===== src/rtl/alu_pkg.sv =====
`default_nettype none
// ============================================================================
//  Module   : alu_pkg
//  Purpose  : Shared ALU result types, select codes and entry-flag helper.
//  Revision : 1.0  initial release
// ============================================================================
package alu_pkg;

  localparam int ALU_W = 16;

  typedef enum logic [1:0] {
    SEL_B   = 2'd0,
    SEL_C   = 2'd1,
    SEL_D   = 2'd2,
    SEL_BAD = 2'd3
  } alu_sel_e;

  typedef struct packed {
    logic [ALU_W-1:0] data;
    logic [1:0]       sel;
    logic             zero;
    logic             neg;
    logic             err;
  } alu_entry_t;

  function automatic alu_entry_t alu_mk_entry(input logic [ALU_W-1:0] data,
                                              input logic [1:0]       sel);
    alu_entry_t e;
    e.data = data;
    e.sel  = sel;
    e.zero = (data == '0);
    e.neg  = data[ALU_W-1];
    e.err  = (sel == SEL_BAD);
    return e;
  endfunction

endpackage
`default_nettype wire


===== src/rtl/alu_entry_reg.sv =====
`default_nettype none
// ============================================================================
//  Module   : alu_entry_reg
//  Purpose  : One result entry (data, tag, flags) with its own valid bit.
//  Revision : 1.0  initial release
// ============================================================================
module alu_entry_reg #(
  parameter int WIDTH = 16
) (
  input  logic             clkpos,
  input  logic             rst,
  input  logic             load_valid,
  input  logic             valid_d,
  input  logic             load_data,
  input  logic [WIDTH-1:0] d_data,
  input  logic [1:0]       d_sel,
  input  logic             d_zero,
  input  logic             d_neg,
  input  logic             d_err,
  output logic             q_valid,
  output logic [WIDTH-1:0] q_data,
  output logic [1:0]       q_sel,
  output logic             q_zero,
  output logic             q_neg,
  output logic             q_err
);

  always_ff @(posedge clkpos or posedge rst) begin
    if (rst) begin
      q_valid <= 1'b0;
      q_data  <= '0;
      q_sel   <= 2'd0;
      q_zero  <= 1'b0;
      q_neg   <= 1'b0;
      q_err   <= 1'b0;
    end else begin
      if (load_valid) q_valid <= valid_d;
      // Payload is only rewritten on a load so it holds after the entry drains.
      if (load_data) begin
        q_data <= d_data;
        q_sel  <= d_sel;
        q_zero <= d_zero;
        q_neg  <= d_neg;
        q_err  <= d_err;
      end
    end
  end

endmodule
`default_nettype wire


===== src/rtl/alu_result_stage.sv =====
`default_nettype none
// ============================================================================
//  Module   : alu_result_stage
//  Purpose  : Registered ALU result stage with a 2-entry skid buffer.
//  Revision : 1.0  initial release
// ============================================================================
module alu_result_stage
  import alu_pkg::*;
#(
  parameter int WIDTH = ALU_W
) (
  input  logic             clkpos,
  input  logic             rst,
  input  logic             in_valid,
  output logic             in_ready,
  input  logic [WIDTH-1:0] in_data,
  input  logic [1:0]       in_sel,
  output logic             out_valid,
  input  logic             out_ready,
  output logic [WIDTH-1:0] out_data,
  output logic [1:0]       out_sel,
  output logic             out_zero,
  output logic             out_neg,
  output logic             out_err,
  output logic [1:0]       occupancy
);

  typedef enum logic [1:0] {
    ST_EMPTY = 2'd0,
    ST_ONE   = 2'd1,
    ST_FULL  = 2'd2
  } occ_e;

  occ_e       r_state;
  occ_e       w_next;
  logic       r_in_ready;
  logic       w_push;
  logic       w_pop;
  logic       w_main_ld;
  logic       w_skid_ld;
  logic       w_main_from_skid;
  logic       w_skid_valid;
  alu_entry_t w_in_entry;
  alu_entry_t w_skid_q;
  alu_entry_t w_main_d;

  assign w_push     = in_valid & r_in_ready;
  assign w_pop      = out_valid & out_ready;
  assign w_in_entry = alu_mk_entry(in_data, in_sel);
  assign w_main_d   = w_main_from_skid ? w_skid_q : w_in_entry;

  always_comb begin
    w_next           = r_state;
    w_main_ld        = 1'b0;
    w_skid_ld        = 1'b0;
    w_main_from_skid = 1'b0;
    case (r_state)
      ST_EMPTY: begin
        if (w_push) begin
          w_next    = ST_ONE;
          w_main_ld = 1'b1;
        end
      end
      ST_ONE: begin
        case ({w_push, w_pop})
          2'b11:   w_main_ld = 1'b1;
          2'b10: begin
            w_next    = ST_FULL;
            w_skid_ld = 1'b1;
          end
          2'b01:   w_next = ST_EMPTY;
          default: w_next = ST_ONE;
        endcase
      end
      ST_FULL: begin
        // Skid is always older than anything upstream, so it refills main first.
        if (w_pop && w_skid_valid) begin
          w_next           = ST_ONE;
          w_main_ld        = 1'b1;
          w_main_from_skid = 1'b1;
        end
      end
      default: w_next = ST_EMPTY;
    endcase
  end

  always_ff @(posedge clkpos or posedge rst) begin
    if (rst) begin
      r_state    <= ST_EMPTY;
      r_in_ready <= 1'b1;
    end else begin
      r_state    <= w_next;
      r_in_ready <= (w_next != ST_FULL);
    end
  end

  assign in_ready  = r_in_ready;
  assign occupancy = r_state;

  alu_entry_reg #(.WIDTH(WIDTH)) u_main (
    .clkpos     (clkpos),
    .rst        (rst),
    .load_valid (1'b1),
    .valid_d    (w_next != ST_EMPTY),
    .load_data  (w_main_ld),
    .d_data     (w_main_d.data),
    .d_sel      (w_main_d.sel),
    .d_zero     (w_main_d.zero),
    .d_neg      (w_main_d.neg),
    .d_err      (w_main_d.err),
    .q_valid    (out_valid),
    .q_data     (out_data),
    .q_sel      (out_sel),
    .q_zero     (out_zero),
    .q_neg      (out_neg),
    .q_err      (out_err)
  );

  alu_entry_reg #(.WIDTH(WIDTH)) u_skid (
    .clkpos     (clkpos),
    .rst        (rst),
    .load_valid (1'b1),
    .valid_d    (w_next == ST_FULL),
    .load_data  (w_skid_ld),
    .d_data     (w_in_entry.data),
    .d_sel      (w_in_entry.sel),
    .d_zero     (w_in_entry.zero),
    .d_neg      (w_in_entry.neg),
    .d_err      (w_in_entry.err),
    .q_valid    (w_skid_valid),
    .q_data     (w_skid_q.data),
    .q_sel      (w_skid_q.sel),
    .q_zero     (w_skid_q.zero),
    .q_neg      (w_skid_q.neg),
    .q_err      (w_skid_q.err)
  );

endmodule
`default_nettype wire


===== config.mk =====
export PLATFORM = sky130hd
export DESIGN_NAME = alu_result_stage
export DESIGN_NICKNAME = d
export VERILOG_FILES = /design/src/rtl/alu_pkg.sv /design/src/rtl/alu_entry_reg.sv /design/src/rtl/alu_result_stage.sv
export SDC_FILE = /design/constraint.sdc
export NUM_CORES = 1
export LEC_CHECK = 0
export ABC_AREA = 1
export CAP_MARGIN = 20
export CORE_ASPECT_RATIO = 0.7
export CORE_UTILIZATION = 25
export CTS_BUF_LIST = sky130_fd_sc_hd__clkbuf_8
export DETAILED_ROUTE_END_ITERATION = 8
export PLACE_DENSITY_LB_ADDON = 0.25
export SLEW_MARGIN = 20
export SYNTH_ARGS = -nofsm -noshare
export SYNTH_HDL_FRONTEND = slang
export SYNTH_SLANG_ARGS = --single-unit

===== constraint.sdc =====
create_clock -name clkpos -period 1.6 [get_ports clkpos]
set_clock_uncertainty 0.1 [all_clocks]
set_input_delay 0.24 -clock clkpos [delete_from_list [all_inputs] [get_ports clkpos]]
set_output_delay 0.24 -clock clkpos [all_outputs]
set_load 0.05 [all_outputs]

# ---- After elaboration in Yosys (flattened, before gate mapping)
# Index checks and enable logic that the tools add are counted.
# W data, S select, Z words.
dict set report op_classes {
  reduce_logical 4
  order_cmp 0
  n_eq_ne 8
  multipliers 0
  div_mod_pow 0
  n_bitwise 2
  shift 0
  muxes 12
  addsub 0
}
# cell n
set ops {}
lappend ops {{$mux W21} 1}
lappend ops {{$logic_not A16 Y1} 1}
lappend ops {{$pmux W2 S3} 2}
lappend ops {{$eq A2 B2 Y1 const B} 5}
lappend ops {{$mux W1} 6}
lappend ops {{$eq A2 B1 Y1 const B} 2}
lappend ops {{$mux W2} 2}
lappend ops {{$pmux W1 S3} 1}
lappend ops {{$and A1 B1 Y1} 2}
lappend ops {{$logic_not A2 Y1} 1}
lappend ops {{$ne A2 B2 Y1 const B} 1}
lappend ops {{$reduce_bool A2 Y1} 1}
lappend ops {{$logic_and A1 B1 Y1} 1}
dict set report word_totals {
  latch_bits 0
  inputBits 22
  out_inout_bits 25
  regBits 47
  wordCells 40
  mem_count 0
  mem_bits_rw 0
  mem_bits_ro 0
}

# ---- Logic depth before layout (Yosys ltp)
# Gate-level depths: netlist of run 1.
dict set report logic_depth {
  depth_word 5
  mapped_depth 11
  mapped_depth_nobuf 11
}

# ---- Cells and area by module
# A second synthesis of run 1 with hierarchy kept.
dict set report unflattened {
  hier_cells 307
  area_unflattened_um2 2262.2
}
# module n_inst cells_each area_each_um2
set modules_own_cells {}
lappend modules_own_cells {alu_entry_reg 2 95 847.1}
lappend modules_own_cells {alu_result_stage 1 117 568.0}

# ---- Worst setup path before layout of run 1
# OpenSTA, ideal clock, no wires.
dict set report synth_path {
  kind {flip-flop to flip-flop}
  startpoint {register u_main.q_valid}
  endpoint {register u_main.q_err}
  synth_period_minus_slack_ns 1.854
  path_buffers 1
  slack_ns -0.254
  t_arrival_ns 1.630
  setup_ns 0.124
  path_stages_with_launch 12
  path_cell_list {dfrtp_1 -> nand2_2 -> inv_1 -> ha_1 -> inv_1 -> nand2_1 -> nand3_1 -> nand2_4 -> inv_4 -> buf_6 -> nand2_1 -> nand2_1}
}
dict set report synth_via {
  elab_chain_len 5
  word_cells_on_any_way 8
}
# element line
set synth_rtl {}
lappend synth_rtl {{from (decl)} alu_entry_reg.sv:20} ;# output logic q_valid,
lappend synth_rtl {{from (signal assigned)} alu_entry_reg.sv:37} ;# if (load_valid) q_valid <= valid_d;
lappend synth_rtl {{$and A1 B1 Y1 (*)} alu_result_stage.sv:48} ;# assign w_pop = out_valid & out_ready;
lappend synth_rtl {{parallel branches: the longest is 4 deep, another holds $pmux W1 S3} --}
lappend synth_rtl {{to (signal assigned)} alu_entry_reg.sv:44} ;# q_err <= d_err;
lappend synth_rtl {{to (decl)} alu_entry_reg.sv:25} ;# output logic q_err
# Mark *: on every way between the ends.
# A chain may end at the register's enable or synchronous reset.

# ---- Worst setup path in the final report of run 1
dict set report layout_path {
  startpoint {register r_in_ready, in the netlist in_ready}
  endpoint {register u_skid.q_data[3]}
}
dict set report layout_via {
  elab_chain_len 4
}
# element line
set layout_rtl {}
lappend layout_rtl {{from (decl)} alu_result_stage.sv:36} ;# logic r_in_ready;
lappend layout_rtl {{from (signal assigned)} alu_result_stage.sv:93} ;# r_in_ready <= (w_next != ST_FULL);
lappend layout_rtl {{$and A1 B1 Y1} alu_result_stage.sv:47} ;# assign w_push = in_valid & r_in_ready;
lappend layout_rtl {{$eq A2 B2 Y1} alu_result_stage.sv:65} ;# case ({w_push, w_pop})
lappend layout_rtl {{$mux W1} alu_result_stage.sv:65}
lappend layout_rtl {{$mux W1} alu_result_stage.sv:57} ;# case (r_state)
lappend layout_rtl {{to (signal assigned)} alu_entry_reg.sv:40} ;# q_data <= d_data;
lappend layout_rtl {{to (decl)} alu_entry_reg.sv:21} ;# output logic [WIDTH-1:0] q_data,
# No other way between the ends.

==> run metrics, run 1 <==
vias in the first global route=1732; drt via density=4.349; setup violators final=30; most used cell, CP=inv_2; first-pass GRT wire length=8300 um; Top Ports=47; die area=0.008795 sq mm; Die Y=78.77 um; pin count of the biggest net entering global routing=21; Lkg Pwr=1.697 nW; library cells used by synthesis=24; post-route minimum period=1.633 ns; Finished Layout Cells=427; Cells after DPL=409; period utilisation layout=102.1%; CP endpoint kind=flop; DRC Markers=4; worst slew pin tran=0.3868 ns; total global routing overflow=0; Max-Cap Viols=0; CTS root buffer=clkbuf_8; CTS clk-pin slew, worst paths=0.08 ns; Area growth, synth to finish=68.49%; crit-path max cell delay=0.54 ns; initial antenna violation count=0; # port buffers=46; number of DRC markers in iteration 0=68; Die Span X=111.7 um; violated checks=DRC, setup timing; Max VDD drop=0.0007044 V; commonest cells after routing, fill and taps aside=nand2_1 (66), dfrtp_1 (42), buf_12 (32); WP data required=1.70 ns; Arrival @ worst endpoint=1.73 ns; Seq/Total Area, Yosys=53.57%; Rel. slew slack=74.18%; Tot Pwr=7.981 mW; final instance area=0.003546 sq mm; Post-DP Area=0.003099 sq mm; Post-synth EDFFs=0; post-route ant nets=0; Max clock buf depth=2; CORE AREA=0.008006 sq mm; PwrDens=2251 mW/mm^2; asr flop ratio synth=100.0%; ant diodes=0; WHS=0.1262 ns; initial core utilization=26.29%; Placer Congestion=0.8159; Vias=1857; mean post-synth cell area=8.253 sq um; DP Worst Slack=-0.3309 ns; WS Path Type=reg -> reg; commonest non-fill, non-tap cell in the layout=nand2_1; Post-Route WL=5661 um; final slew viol count=0; Mapped Area=0.002105 sq mm; H-tree levels=2; worst skew pair latency=0.30 ns; hold_buf cts=0; prevailing post-synth register cell=dfrtp_1; Final nets=349; Routed wire per std cell=13.26 um; fin worst setup slack=-0.03281 ns; GRT Overall Usage=12.43%; Seq cells post-synth=45; crit path cell chain=nand2_2 -> inv_2 -> buf_6 -> ha_4 -> inv_2 -> nor2_4 -> buf_12 -> clkbuf_16 -> o21ai_0; DRT Pass-1 Iters=8; # clock sinks=45; Final Hold Fails=0; Synthesized Nets=279; RSZ-0062 raised after global routing=true; status=complete, but fails checks; layout cells sized above 1=36.81%; Rows=27; Ys Warns=0; synthesized instance count=255; crit path max-delay cell type=dfstp_2; CTS tree=done; CP Launch Type=flop; Num CTS Buffers=5; f_max=612.4 MHz; worst hold path class=in -> async; Final HPWL DP=3807 um; Crit Path Max Fanout=7
## state kept, by name (all words and copies together) (netlist names)
signal and flops:
u_main.q_data 16, u_skid.q_data 15, occupancy 2, u_main.q_sel 2
u_skid.q_sel 2, in_ready 1, u_main.q_err 1, u_main.q_valid 1
u_main.q_zero 1, u_skid.q_err 1, u_skid.q_neg 1, u_skid.q_valid 1
u_skid.q_zero 1
## cell usage after synthesis, types with 2 or more instances
master	number	area, sq um
nor2_1	11	41.29
ha_1	2	25.02
nand3_1	15	75.07
dfrtp_1	44	1101
nand2_1	99	371.6
o21ai_1	8	40.04
nand2_4	2	22.52
buf_4	4	30.03
buf_6	2	22.52
o21a_1	5	37.54
inv_1	27	101.4
o21ai_0	21	105.1
buf_2	4	20.02
## layer usage
| metal | up-vias | global-route usage (%) | wire, um |
|---|---|---|---|
| met2 | 45 | 19.07 | 2518 |
| met3 | 9 | 2.901 | 277 |
| li1 | 932 | - | - |
| met1 | 871 | 16.79 | 2772 |
| met5 | - | 0 | 0 |
| met4 | 0 | 5.270 | 93 |
## worst paths after layout
path / slack (ns) / from / cells past startpoint / endpoint
max: -0.03 / in_ready / 9 / u_skid.q_data[3]
min: 0.13 / rst / 2 / u_main.q_data[8]
max reg2reg: -0.03 / in_ready / 9 / u_skid.q_data[3]
min reg2reg: 0.39 / u_skid.q_zero / 2 / u_skid.q_zero
max in group asynchronous: 0.84 / rst / 3 / u_main.q_sel[0]
min in group clkpos: 0.39 / u_skid.q_zero / 2 / u_skid.q_zero
## power by group
| part | internal [mW] | switching (mW) | total (mW) | leakage, nW |
|---|---|---|---|---|
| clock network | 0.297 | 0.386 | 0.683 | 0.0467 |
| logic | 2.40 | 2.71 | 5.11 | 1.10 |
| registers | 1.70 | 0.486 | 2.19 | 0.547 |
## through the flow
stage,util (%),TNS (ns)
after floorplan,-,-2.356
after global placement,38.71,-8.833
after detailed placement,38.71,-10.14
after CTS,39.87,-0.8040
after global routing,44.29,-3.926
final,44.29,-0.5488
## worst max-delay path, delay by kind of cell (launching register included)
kind	cells	cell delay (ns)
adder cells (fa/ha/maj)	1	0.11
AND/OR/NAND/NOR	2	0.17
flip-flops	1	0.54
AO/OA/AOI/OAI	1	0.07
buffers and inverters	5	0.53
## cell families after synthesis
| family | after synthesis | synth area share (%) |
|---|---|---|
| simple gates | 131 | 26.34 |
| compound gates | 38 | 10.17 |
| fa+ha+maj | 2 | 1.189 |
| flops | 45 | 53.57 |
| buf+inv | 39 | 8.740 |
## timing repair
| action | 4_1_cts | 5_1_grt |
|---|---|---|
| setup buffers | 0 | 2 |
| endpoints found under the setup margin | 33 | 43 |
| pin swaps | 1 | 10 |
| gates resized for setup | 2 | 68 |
| cloned | 1 | 7 |
## area by class of cell
cell class / count / area [sq um]
fillers: 748 / 4461
flip-flops and latches: 45 / 1130
repair buffers: 70 / 1064
multi-input cells: 173 / 1007
well taps: 101 / 126.4
inverters: 29 / 123.9
clock buffers: 5 / 68.82
clock inverters: 3 / 15.01
repair inverters: 1 / 11.26
Power figures use the tool's default switching activity.
==> inputs of run 2 (changes only) <==
--- a/config.mk
+++ b/config.mk
@@ -10,9 +10,10 @@
 export CORE_ASPECT_RATIO = 0.7
 export CORE_UTILIZATION = 25
 export CTS_BUF_LIST = sky130_fd_sc_hd__clkbuf_8
+export CTS_CLUSTER_SIZE = 40
 export DETAILED_ROUTE_END_ITERATION = 8
+export GPL_TIMING_DRIVEN = 0
 export PLACE_DENSITY_LB_ADDON = 0.25
-export SLEW_MARGIN = 20
 export SYNTH_ARGS = -nofsm -noshare
 export SYNTH_HDL_FRONTEND = slang
 export SYNTH_SLANG_ARGS = --single-unit
==> run 2 against run 1 <==
  * The run still ends with DRC, setup timing left
  * Hold slack improved by 0.064 ns
  * First-iteration DRC count increased by 72%
  * Clock power increased by 31%
  * Via count increased by 1.1%
  * Global-route usage increased by 1.4 points
  * Cell area decreased by 7.8%
  * Utilization decreased by 3.4 points
  * Cell count increased by 0.23%
  * Register-to-register slack got worse by 0.05 ns
  * Sequential share of layout area increased by 2.7 points
  * Critical path type unchanged
==> run metrics, run 2 (synthesized netlist as in run 1, its figures left out) <==
status=complete, but fails checks; filler cell count=796 (+6.4%); DRT Pass-1 Iters=8 (unchanged); CP endpoint kind=flop; Die Y=78.77 um (unchanged); Arrival @ worst endpoint=1.81 ns (+0.08 ns); worst skew pair latency=0.30 ns (about the same); CTS root buffer=clkbuf_8; # clock sinks=45 (unchanged); post-route minimum period=1.683 ns (+0.05014 ns); Cells after DPL=403 (-1.5%); total global routing overflow=0 (unchanged); number of DRC markers in iteration 0=117 (+72%); P_sw=3.448 mW (-3.7%); Max-Cap Viols=0 (unchanged); initial antenna violation count=0 (unchanged); pin count of the biggest net entering global routing=25 (+19%); fin worst setup slack=-0.08295 ns (-0.05014 ns); Final HPWL DP=3867 um (+1.6%); Routed wire per std cell=13.57 um (+2.3%); Tot Pwr=7.540 mW (-5.5%); design internal power=4.091 mW (-7.0%); PwrDens=2305 mW/mm^2 (+2.4%); Final nets=350 (+0.29%); setup violators final=44 (+47%); post-route ant nets=0 (unchanged); Lkg Pwr=1.586 nW (-6.5%); Area growth, synth to finish=55.41%; combinational power share=61.6% (-2.4 points); DRC Markers=4 (unchanged); CTS clk-pin slew, worst paths=0.08 ns (about the same); setup TNS=-1.896 ns (-1.347 ns); # port buffers=46 (unchanged); Rows=27 (unchanged); Max clock buf depth=2 (unchanged); Net Sw Frac=45.73% (+0.88 points); vias in the first global route=1849 (+6.8%); WS Path Type=reg -> reg; layout cells sized above 1=26.61% (-10 points); Placer Congestion=0.7591 (-7.0%); final slew viol count=0 (unchanged); Crit Path Max Fanout=4 (-3); period utilisation layout=105.2% (+3.1 points); Vias=1878 (+1.1%); Final Hold Fails=0 (unchanged); Rel. slew slack=66.92% (-7.3 points); CTS tree=done; sequential power share=26.6% (-0.8 points); WP data required=1.73 ns (+0.03 ns); Max VDD drop=0.0005392 V (-23%); f_max=594.2 MHz (-3.0%); Top Ports=47 (unchanged); Clock power frac=11.9% (+3.3 points); drt via density=4.388 (+0.89%); worst hold path class=in -> async; violated checks=DRC, setup timing; Reg with most FFs=u_main.q_data; R2R cell count=13 (+4); DP Worst Slack=-0.3572 ns (-0.02631 ns); H-tree levels=2 (unchanged); worst slew pin tran=0.4982 ns (+0.1114 ns); die area=0.008795 sq mm (unchanged); hold_buf cts=0 (unchanged); commonest non-fill, non-tap cell in the layout=nand2_1; GRT Overall Usage=13.80% (+1.4 points); Num CTS Buffers=5 (unchanged); Die Span X=111.7 um (unchanged); Finished Layout Cells=428 (+0.23%); ant diodes=0 (unchanged); max reg flops=16 (unchanged); initial core utilization=26.29% (unchanged); CORE AREA=0.008006 sq mm (unchanged); first-pass GRT wire length=9335 um (+12%); CP Launch Type=flop; commonest cells after routing, fill and taps aside=nand2_1 (74), dfrtp_1 (42), inv_1 (22), nand2_2 (22), clkdlybuf4s50_1 (21); RSZ-0062 raised after global routing=true; biggest regs=u_main.q_data (16), u_skid.q_data (15); Post-Route WL=5807 um (+2.6%)
==> run 2: final timing paths <==
kind,from,to,slack (ns)
worst max register to register,in_ready,u_main.q_valid,-0.08
worst min register to register,u_skid.q_sel[0],u_skid.q_sel[0],0.38
worst min-delay path,rst,occupancy[0],0.19
max in group asynchronous,rst,u_skid.q_data[2],0.73
worst max-delay path,in_ready,u_main.q_valid,-0.08
min in group clkpos,u_skid.q_sel[0],u_skid.q_sel[0],0.38
==> run 2: per-stage QoR <==
step                utilization [%]  area [sq um]  hold slack [ns]
floorplan                         -          2163           0.2566
global placement              34.35          2750           0.3592
detailed placement            34.60          2770           0.3606
CTS                           39.29          3146           0.2017
global route                  40.85          3271           0.2478
finish                        40.85          3271           0.1897
==> run 2: layer usage <==
| layer | vias to the layer above | wire [um] | global-route usage [%] |
|---|---|---|---|
| li1 | 935 | - | - |
| met1 | 886 | 2970 | 19.48 |
| met2 | 53 | 2477 | 20.87 |
| met3 | 4 | 314 | 3.130 |
| met4 | 0 | 45 | 4.459 |
| met5 | - | 0 | 0 |
==> run 2: worst max-delay path, cell delays in order (launching register included) <==
cell     delay [ns]
dfstp_2        0.54
nand2_2        0.06
inv_2          0.08
ha_4           0.13
inv_2          0.03
nand2_2        0.06
nand3_4        0.08
nand2_4        0.10
buf_12         0.12
inv_12         0.04
buf_6          0.11
o21ai_4        0.06
inv_2          0.06
nand2_1        0.06
==> run 2: area by class of cell <==
| class | instances | area [sq um] | area share (%) |
|---|---|---|---|
| inverters | 29 | 123.9 | 3.787 |
| repair buffers | 64 | 725.7 | 22.19 |
| plain buffers | 9 | 98.84 | 3.022 |
| well taps | 101 | 126.4 | 3.864 |
| multi-input cells | 172 | 949.7 | 29.04 |
| clock buffers | 6 | 82.58 | 2.525 |
| clock inverters | 2 | 33.78 | 1.033 |
| flip-flops and latches | 45 | 1130 | 34.54 |
==> run 2: repair_timing <==
item                       CTS  global route
setup endpoints to repair   47            46
pin swaps                   13             7
gates cloned                 3             4
gates resized for setup     66            41
setup buffers                9             2
==> run 2: power groups by stage <==
stage | Clock [mW] | Sequential [mW] | Combinational (mW)
2_1_floorplan | 0 | 3.00 | 1.42
3_3_place_gp | 0 | 1.99 | 3.49
3_5_place_dp | 0 | 2.00 | 3.51
4_1_cts | 0.921 | 1.99 | 4.37
5_1_grt | 0.950 | 2.08 | 4.95
6_report | 0.895 | 2.00 | 4.64
